File: src/rtl/retire_chk_pkg.sv
// Shared types and constants for the retire-stream checker: FSM states,
// error codes and the retire record layout.
package retire_chk_pkg;

  typedef enum logic [1:0] {
    ST_RUN   = 2'd0,
    ST_DRAIN = 2'd1,
    ST_PASS  = 2'd2,
    ST_FAIL  = 2'd3
  } chk_state_e;

  localparam logic [1:0] ERR_NONE     = 2'd0;
  localparam logic [1:0] ERR_MISMATCH = 2'd1;
  localparam logic [1:0] ERR_OVERFLOW = 2'd2;
  localparam logic [1:0] ERR_EXTRA    = 2'd3;

  localparam int REC_W       = 70;
  localparam int REC_EN      = 69;
  localparam int REC_WADDR_HI = 68;
  localparam int REC_WADDR_LO = 64;
  localparam int REC_WDATA_HI = 63;
  localparam int REC_WDATA_LO = 32;
  localparam int REC_PC_HI    = 31;
  localparam int REC_PC_LO    = 0;

  localparam logic [31:0] DEFAULT_END_ADDR = 32'h0000_000C;

  // A record is worth checking only if it writes a real register.
  function automatic logic rec_kept(input logic [REC_W-1:0] rec);
    return rec[REC_EN] && (rec[REC_WADDR_HI:REC_WADDR_LO] != 5'd0);
  endfunction

endpackage

File: src/rtl/retire_fifo.sv
// Record FIFO accepting up to W compacted records per cycle and one pop.
// Head is read combinationally so a record pushed at edge t is visible in t+1.
module retire_fifo
  import retire_chk_pkg::*;
#(
  parameter int W     = 2,
  parameter int DEPTH = 8,
  parameter int NW    = $clog2(W + 1),
  parameter int CW    = $clog2(DEPTH) + 1
) (
  input  logic                 clk,
  input  logic                 rst_n,
  input  logic [NW-1:0]        push_n,
  input  logic [W*REC_W-1:0]   push_data,
  input  logic                 pop,
  output logic [REC_W-1:0]     head,
  output logic [CW-1:0]        count
);

  localparam int AW = $clog2(DEPTH);

  logic [REC_W-1:0] mem [DEPTH];
  logic [AW-1:0]    wr_ptr_reg;
  logic [AW-1:0]    rd_ptr_reg;
  logic [CW-1:0]    count_reg;

  // Storage carries no reset; only the pointers define occupancy.
  always_ff @(posedge clk) begin
    for (int i = 0; i < W; i++) begin
      if (i < int'(push_n)) begin
        mem[wr_ptr_reg + AW'(i)] <= push_data[i*REC_W +: REC_W];
      end
    end
  end

  always_ff @(posedge clk or negedge rst_n) begin
    if (!rst_n) begin
      wr_ptr_reg <= '0;
      rd_ptr_reg <= '0;
      count_reg  <= '0;
    end else begin
      wr_ptr_reg <= wr_ptr_reg + AW'(push_n);
      if (pop) begin
        rd_ptr_reg <= rd_ptr_reg + AW'(1);
      end
      count_reg <= count_reg + CW'(push_n) - CW'(pop);
    end
  end

  assign head  = mem[rd_ptr_reg];
  assign count = count_reg;

endmodule

File: config.mk
export PLATFORM = sky130hd
export DESIGN_NAME = retire_fifo
export DESIGN_NICKNAME = d
export VERILOG_FILES = /design/src/rtl/retire_chk_pkg.sv /design/src/rtl/retire_fifo.sv
export SDC_FILE = /design/constraint.sdc
export NUM_CORES = 1
export LEC_CHECK = 0
export BUFFER_PORTS_ARGS = -buffer_cell sky130_fd_sc_hd__clkbuf_2
export CORE_MARGIN = 1.5
export CORE_UTILIZATION = 25
export DETAILED_ROUTE_END_ITERATION = 7
export PLACE_DENSITY_LB_ADDON = 0.3
export SYNTH_ARGS = -nofsm -noshare
export SYNTH_HDL_FRONTEND = slang
export SYNTH_SLANG_ARGS = --single-unit
export TNS_END_PERCENT = 30
File: constraint.sdc
create_clock -name clk -period 10.65 [get_ports clk]
set_clock_uncertainty 0.15 [all_clocks]
set_input_delay 2.13 -clock clk [delete_from_list [all_inputs] [get_ports clk]]
set_output_delay 2.13 -clock clk [all_outputs]
set_load 0.02 [all_outputs]
==> impl_metrics.env, run 1 <==
export IMPL_drc=0
export IMPL_internal_power_mw=6.71
export IMPL_avgSynthCellArea_sq_um=18.9
export IMPL_yosysUniqueCellTypes=30
export IMPL_grt_max_degree=102
export IMPL_postCtsSetupBuffers=0
export IMPL_synth_ff_type="edfxtp_1"
export IMPL_hold_viol=0
export IMPL_startpoint_type="register"
export IMPL_final_util=0.296
export IMPL_clk_pin_slew_ns=0.06
export IMPL_syn_inst=1496
export IMPL_place_area_sq_mm=0.0312
export IMPL_p_leak_nw=10.9
export IMPL_cts_repair_resized=0
export IMPL_wl_per_cell_um=24.9
export IMPL_yosysWarnings=0
export IMPL_power_density_mw_per_mm2=319
export IMPL_chipHeight_um=339
export IMPL_clk_path_buf_depth=3
export IMPL_synth_cell_area_sq_mm=0.0282
export IMPL_clk_latency_ns=0.61
export IMPL_cpMaxStageDelayCell="buf_4"
export IMPL_synth_seq_area_share=0.605
export IMPL_syn_to_final_growth_pct=17.8
export IMPL_grt_remaining_overflow=0
export IMPL_hold_class="register to register"
export IMPL_coreArea_sq_mm=0.112
export IMPL_worstMarginPinSlew_ns=1.14
export IMPL_cp_max_fo=44
export IMPL_vias=15207
export IMPL_timing_final_crit_share=0.529
export IMPL_period_needed_ns=5.64
export IMPL_yosys_register_bits=570
export IMPL_initialDrtViolationCount=882
export IMPL_ant_nets=0
export IMPL_setup_viol=0
export IMPL_grt_pass1_wl_mm=118
export IMPL_relSlewSlack=0.239
export IMPL_crit_arrival_ns=3.36
export IMPL_syn_nets=1651
export IMPL_fin_total_pwr_mw=10.6
export IMPL_cts_sinks=570
export IMPL_grt_pass1_vias=16848
export IMPL_antenna_found_initial=20
export IMPL_vias_per_cell=4.64
export IMPL_max_cap_violations=0
export IMPL_tns_ns=0
export IMPL_clock_root_buffer="clkbuf_16"
export IMPL_synth_enable_flop_cells=560
export IMPL_ys_async_sr_fraction=0.0175
export IMPL_power_switching_mw=3.87
export IMPL_pwr_share_comb=0.424
export IMPL_cts_made_buffers=67
export IMPL_ios=219
export IMPL_place_hpwl_mm=45.1
export IMPL_numPortBuffers=218
export IMPL_max_freq_ghz=0.177
export IMPL_slowest_delay_ns=0.86
export IMPL_maxSlewViolCount=0
export IMPL_final_area_sq_mm=0.0332
export IMPL_largest_reg_flops=560
export IMPL_cp_cell_sequence="buf_4, mux4_2, mux2_2, clkbuf_2"
export IMPL_first_pass_iters=4
export IMPL_rsz0062_at_grt="no"
export IMPL_status="complete, no violations"
export IMPL_tritoncts="done"
export IMPL_layout_nets=1875
export IMPL_finalWirelength_mm=81.6
export IMPL_drive_above_1_share=0.635
export IMPL_place_congestion=0.679
export IMPL_cts_max_level=3
export IMPL_p_seq_frac=0.370
export IMPL_die_area_sq_mm=0.115
export IMPL_ir_drop_v=0.000186
export IMPL_start_util=0.251
export IMPL_endpoint_kind="output pin"
export IMPL_track_usage=0.141
export IMPL_fp_row_count=123
export IMPL_power_frac_clock=0.206
export IMPL_crit_type="register to output pin"
export IMPL_fillers=11012
export IMPL_swShare=0.366
export IMPL_dieWidth_um=339
export IMPL_cts_hold_fix_buffers=0
export IMPL_crit_required_ns=8.37
[logic make-up (layout without fill, tap and decap cells)]
logic type | after synthesis | count (layout) | share of synthesized area
fa+ha+maj | 10 | 10 | 0.00497
flops | 570 | 570 | 0.605
xor+xnor | 8 | 8 | 0.00302
simple gates | 18 | 18 | 0.00337
other cells | 0 | 5 | 0
compound gates | 11 | 11 | 0.00248
buf+inv | 108 | 384 | 0.0176
mux | 771 | 771 | 0.364
[synthesized netlist by cell type, types with 4 or more instances]
cell | count | area [sq um]
mux2_2 | 619 | 6970
edfxtp_1 | 560 | 16800
mux4_2 | 140 | 3150
buf_2 | 72 | 360
clkbuf_1 | 19 | 71.3
mux2_1 | 12 | 135
inv_1 | 11 | 41.3
dfrtp_1 | 10 | 250
ha_1 | 8 | 100
buf_1 | 6 | 22.5
nand2_1 | 6 | 22.5
nor2_1 | 4 | 15.0
o22ai_1 | 4 | 25.0
xnor2_1 | 4 | 35.0
[cell usage in the layout, fill, tap and decap left out, drive strengths merged]
cell,Yosys,routed
nor3b,1,1
clkinv,0,31
o22ai,4,4
clkbuf,19,300
edfxtp,560,560
nand2b,1,1
ha,8,8
o31ai,1,1
nor3,3,3
dfrtp,10,10
or2,1,1
fa,2,2
o21ai,2,2
bufinv,0,2
mux2,631,631
a21o,1,1
diode,0,5
inv,11,15
mux4,140,140
o21bai,2,2
xnor2,5,5
nand3,1,1
xor2,3,3
a21oi,1,1
buf,78,34
clkinvlp,0,2
nand3b,1,1
nor2,4,4
nand2,6,6
[worst paths after layout]
kind,from,end,slack [ns],cells past startpoint
max,rd_ptr_reg[0]$_DFFE_PN0P_,head[61],5.01,4
min reg2reg,count[3]$_DFF_PN0_,count[3]$_DFF_PN0_,0.46,2
max reg2reg,wr_ptr_reg[1]$_DFF_PN0_,mem[1][49]$_DFFE_PP_,6.49,6
min in group asynchronous,rst_n,count[3]$_DFF_PN0_,1.28,1
min,count[3]$_DFF_PN0_,count[3]$_DFF_PN0_,0.46,2
max in group asynchronous,rst_n,rd_ptr_reg[2]$_DFFE_PN0P_,8.72,1
[per-stage QoR]
stage | setup WS, ns | hold slack, ns | instances
2_1_floorplan | 2.43 | 0.424 | 1496
3_3_place_gp | 4.80 | 0.441 | 3151
3_5_place_dp | 4.93 | 0.442 | 3151
4_1_cts | 4.84 | 0.463 | 3272
5_1_grt | 4.72 | 0.491 | 3275
6_report | 5.01 | 0.455 | 3277
[metal layers]
layer / global-route usage / wire length, um
met1: 0.171 / 34000
met2: 0.245 / 41100
met3: 0.0385 / 4930
met4: 0.0397 / 1430
met5: 0 / 178
[critical path, delay by kind of cell, from the launching register on]
kind / cells / cell delay (ns)
buffers and inverters: 2 / 1.03
DFF: 1 / 0.71
muxes: 2 / 0.95
[layout make-up]
type,count,area (sq um),share of cell area
Clock buffer,82,1780,0.0534
Inverter,11,41.3,0.00124
Antenna cell,5,12.5,0.000377
Multi-Input combinational cell,818,10800,0.325
Sequential cell,570,17100,0.514
Timing Repair Buffer,252,1360,0.0409
Tap cell,1500,1880,0.0565
Clock inverter,39,278,0.00836
[power groups by stage]
| stage | Combinational, mW | Clock, mW | Sequential, mW |
|---|---|---|---|
| 4_1_cts | 4.64 | 2.26 | 3.94 |
| 6_report | 4.48 | 2.18 | 3.92 |
| 3_3_place_gp | 4.62 | 0 | 3.93 |
| 5_1_grt | 4.81 | 2.33 | 4.00 |
| 2_1_floorplan | 3.00 | 0 | 3.91 |
| 3_5_place_dp | 4.64 | 0 | 3.98 |
No activity file was read; power rests on OpenSTA's default activity.
==> run 2: changes to the inputs <==
==> constraint.sdc (replaced) <==
create_clock -name clk -period 4.8 [get_ports clk]
set_clock_uncertainty 0.15 [all_clocks]
set_input_delay 0.96 -clock clk [delete_from_list [all_inputs] [get_ports clk]]
set_output_delay 0.96 -clock clk [all_outputs]
set_load 0.02 [all_outputs]
==> impl_metrics.env, run 2 (synthesis results as in run 1) <==
export IMPL_ios=219
export IMPL_final_common_cell="mux2_2"
export IMPL_drc=0
export IMPL_placed_cells=3165
export IMPL_startpoint_type="register"
export IMPL_largest_reg_flops=560
export IMPL_pwr_share_comb=0.426
export IMPL_vias=15185
export IMPL_status="complete, no violations"
export IMPL_clk_pin_slew_ns=0.06
export IMPL_period_needed_ns=3.97
export IMPL_cts_repair_resized=0
export IMPL_p_seq_frac=0.359
export IMPL_max_cap_violations=0
export IMPL_place_hpwl_mm=48.7
export IMPL_cts_made_buffers=70
export IMPL_grt_remaining_overflow=0
export IMPL_clock_root_buffer="clkbuf_16"
export IMPL_multi_input_area_sq_mm=0.0108
export IMPL_startpoint="rd_ptr_reg[0]$_DFFE_PN0P_"
export IMPL_p_leak_nw=11.1
export IMPL_final_cell_mix="619 x mux2_2, 560 x edfxtp_1, 218 x clkbuf_2, 140 x mux4_2, 70 x clkbuf_16"
export IMPL_syn_to_final_growth_pct=19.3
export IMPL_drive_above_1_share=0.638
export IMPL_relSlewSlack=0.274
export IMPL_place_area_sq_mm=0.0314
export IMPL_cts_sinks=570
export IMPL_place_congestion=0.701
export IMPL_crit_type="register to output pin"
export IMPL_setup_ws_ns=0.831
export IMPL_first_pass_iters=5
export IMPL_power_switching_mw=8.66
export IMPL_clk_path_buf_depth=3
export IMPL_final_area_sq_mm=0.0337
export IMPL_chipHeight_um=339
export IMPL_grt_max_degree=71
export IMPL_cts_max_level=3
export IMPL_fillers=10956
export IMPL_start_util=0.251
export IMPL_power_frac_clock=0.215
export IMPL_tritoncts="done"
export IMPL_track_usage=0.142
export IMPL_dieWidth_um=339
export IMPL_ff_latch_area_sq_mm=0.0171
export IMPL_maxSlewViolCount=0
export IMPL_grt_pass1_vias=16762
export IMPL_layout_nets=1892
export IMPL_endpoint_kind="output pin"
export IMPL_pre_cts_slack_ns=1.15
export IMPL_postCtsSetupBuffers=0
export IMPL_grt_pass1_wl_mm=119
export IMPL_cts_hold_fix_buffers=0
export IMPL_worstMarginPinSlew_ns=1.09
export IMPL_crit_required_ns=3.69
export IMPL_vias_per_cell=4.60
export IMPL_power_density_mw_per_mm2=712
export IMPL_reg2reg_from="wr_ptr_reg[1]$_DFF_PN0_"
export IMPL_clk_latency_ns=0.64
export IMPL_crit_arrival_ns=2.86
export IMPL_coreArea_sq_mm=0.112
export IMPL_internal_power_mw=15.3
export IMPL_wl_per_cell_um=24.9
export IMPL_setup_viol=0
export IMPL_die_area_sq_mm=0.115
export IMPL_antenna_found_initial=14
export IMPL_ant_nets=0
export IMPL_timing_final_crit_share=0.827
export IMPL_fp_row_count=123
export IMPL_tns_ns=0
export IMPL_hold_class="input pin to async pin"
export IMPL_ir_drop_v=0.000463
export IMPL_swShare=0.361
export IMPL_initialDrtViolationCount=969
export IMPL_numPortBuffers=218
export IMPL_hold_viol=0
export IMPL_final_util=0.300
export IMPL_final_cells=3299
export IMPL_finalWirelength_mm=82.1
export IMPL_rsz0062_at_grt="no"
export IMPL_cp_max_fo=23
export IMPL_max_freq_ghz=0.252
==> run 2: changes by cell type in the layout (fill, tap and decap cells not counted), sizes merged <==
| cell | before | now |
|---|---|---|
| clkbuf | 300 | 304 |
| clkinv | 31 | 35 |
| inv | 15 | 13 |
| diode | 5 | 4 |
| bufinv | 2 | 5 |
| buf | 34 | 48 |
==> run 2: power groups by stage <==
| stage | logic (mW) | clock network, mW | registers (mW) |
|---|---|---|---|
| global placement | 10.4 | 0 | 8.64 |
| CTS | 10.6 | 5.30 | 8.64 |
| detailed placement | 10.5 | 0 | 8.74 |
| finish | 10.2 | 5.16 | 8.60 |
| global route | 10.9 | 5.49 | 8.78 |
| floorplan | 6.67 | 0 | 8.63 |
==> run 2: metal layers <==
metal / global-route usage / routed length (um)
met5: 0 / 136
met4: 0.0418 / 1550
met3: 0.0274 / 3520
met2: 0.245 / 41600
met1: 0.181 / 35200
==> run 2: stage by stage <==
stage,hold WS [ns],power (mW)
2_1_floorplan,0.424,15.3
3_5_place_dp,0.439,19.3
6_report,0.0938,24.0
5_1_grt,0.102,25.2
4_1_cts,0.0665,24.5
3_3_place_gp,0.426,19.1
==> run 2: worst max-delay path, cell delays in order, from the launching register on <==
cell	delay, ns
dfrtp_4	0.79
buf_4	0.40
mux4_2	0.54
mux2_2	0.32
clkbuf_2	0.18
==> run 2: worst paths after layout <==
check	end	slack [ns]	cells after the start
setup / recovery	head[1]	0.83	4
hold / removal	wr_ptr_reg[1]$_DFF_PN0_	0.09	1
setup reg to reg	mem[1][50]$_DFFE_PP_	1.40	6
hold reg to reg	count[3]$_DFF_PN0_	0.45	2
max in group asynchronous	rd_ptr_reg[1]$_DFFE_PN0P_	4.07	1
min in group clk	count[3]$_DFF_PN0_	0.45	2
==> run 2: layout make-up <==
class                   instances  area share
well taps                    1500      0.0557
inverters                      11     0.00123
clock buffers                  86      0.0538
multi-input cells             818       0.321
clock inverters                44      0.0121
repair buffers                266      0.0487
flip-flops and latches        570       0.507
diodes                          4    0.000297
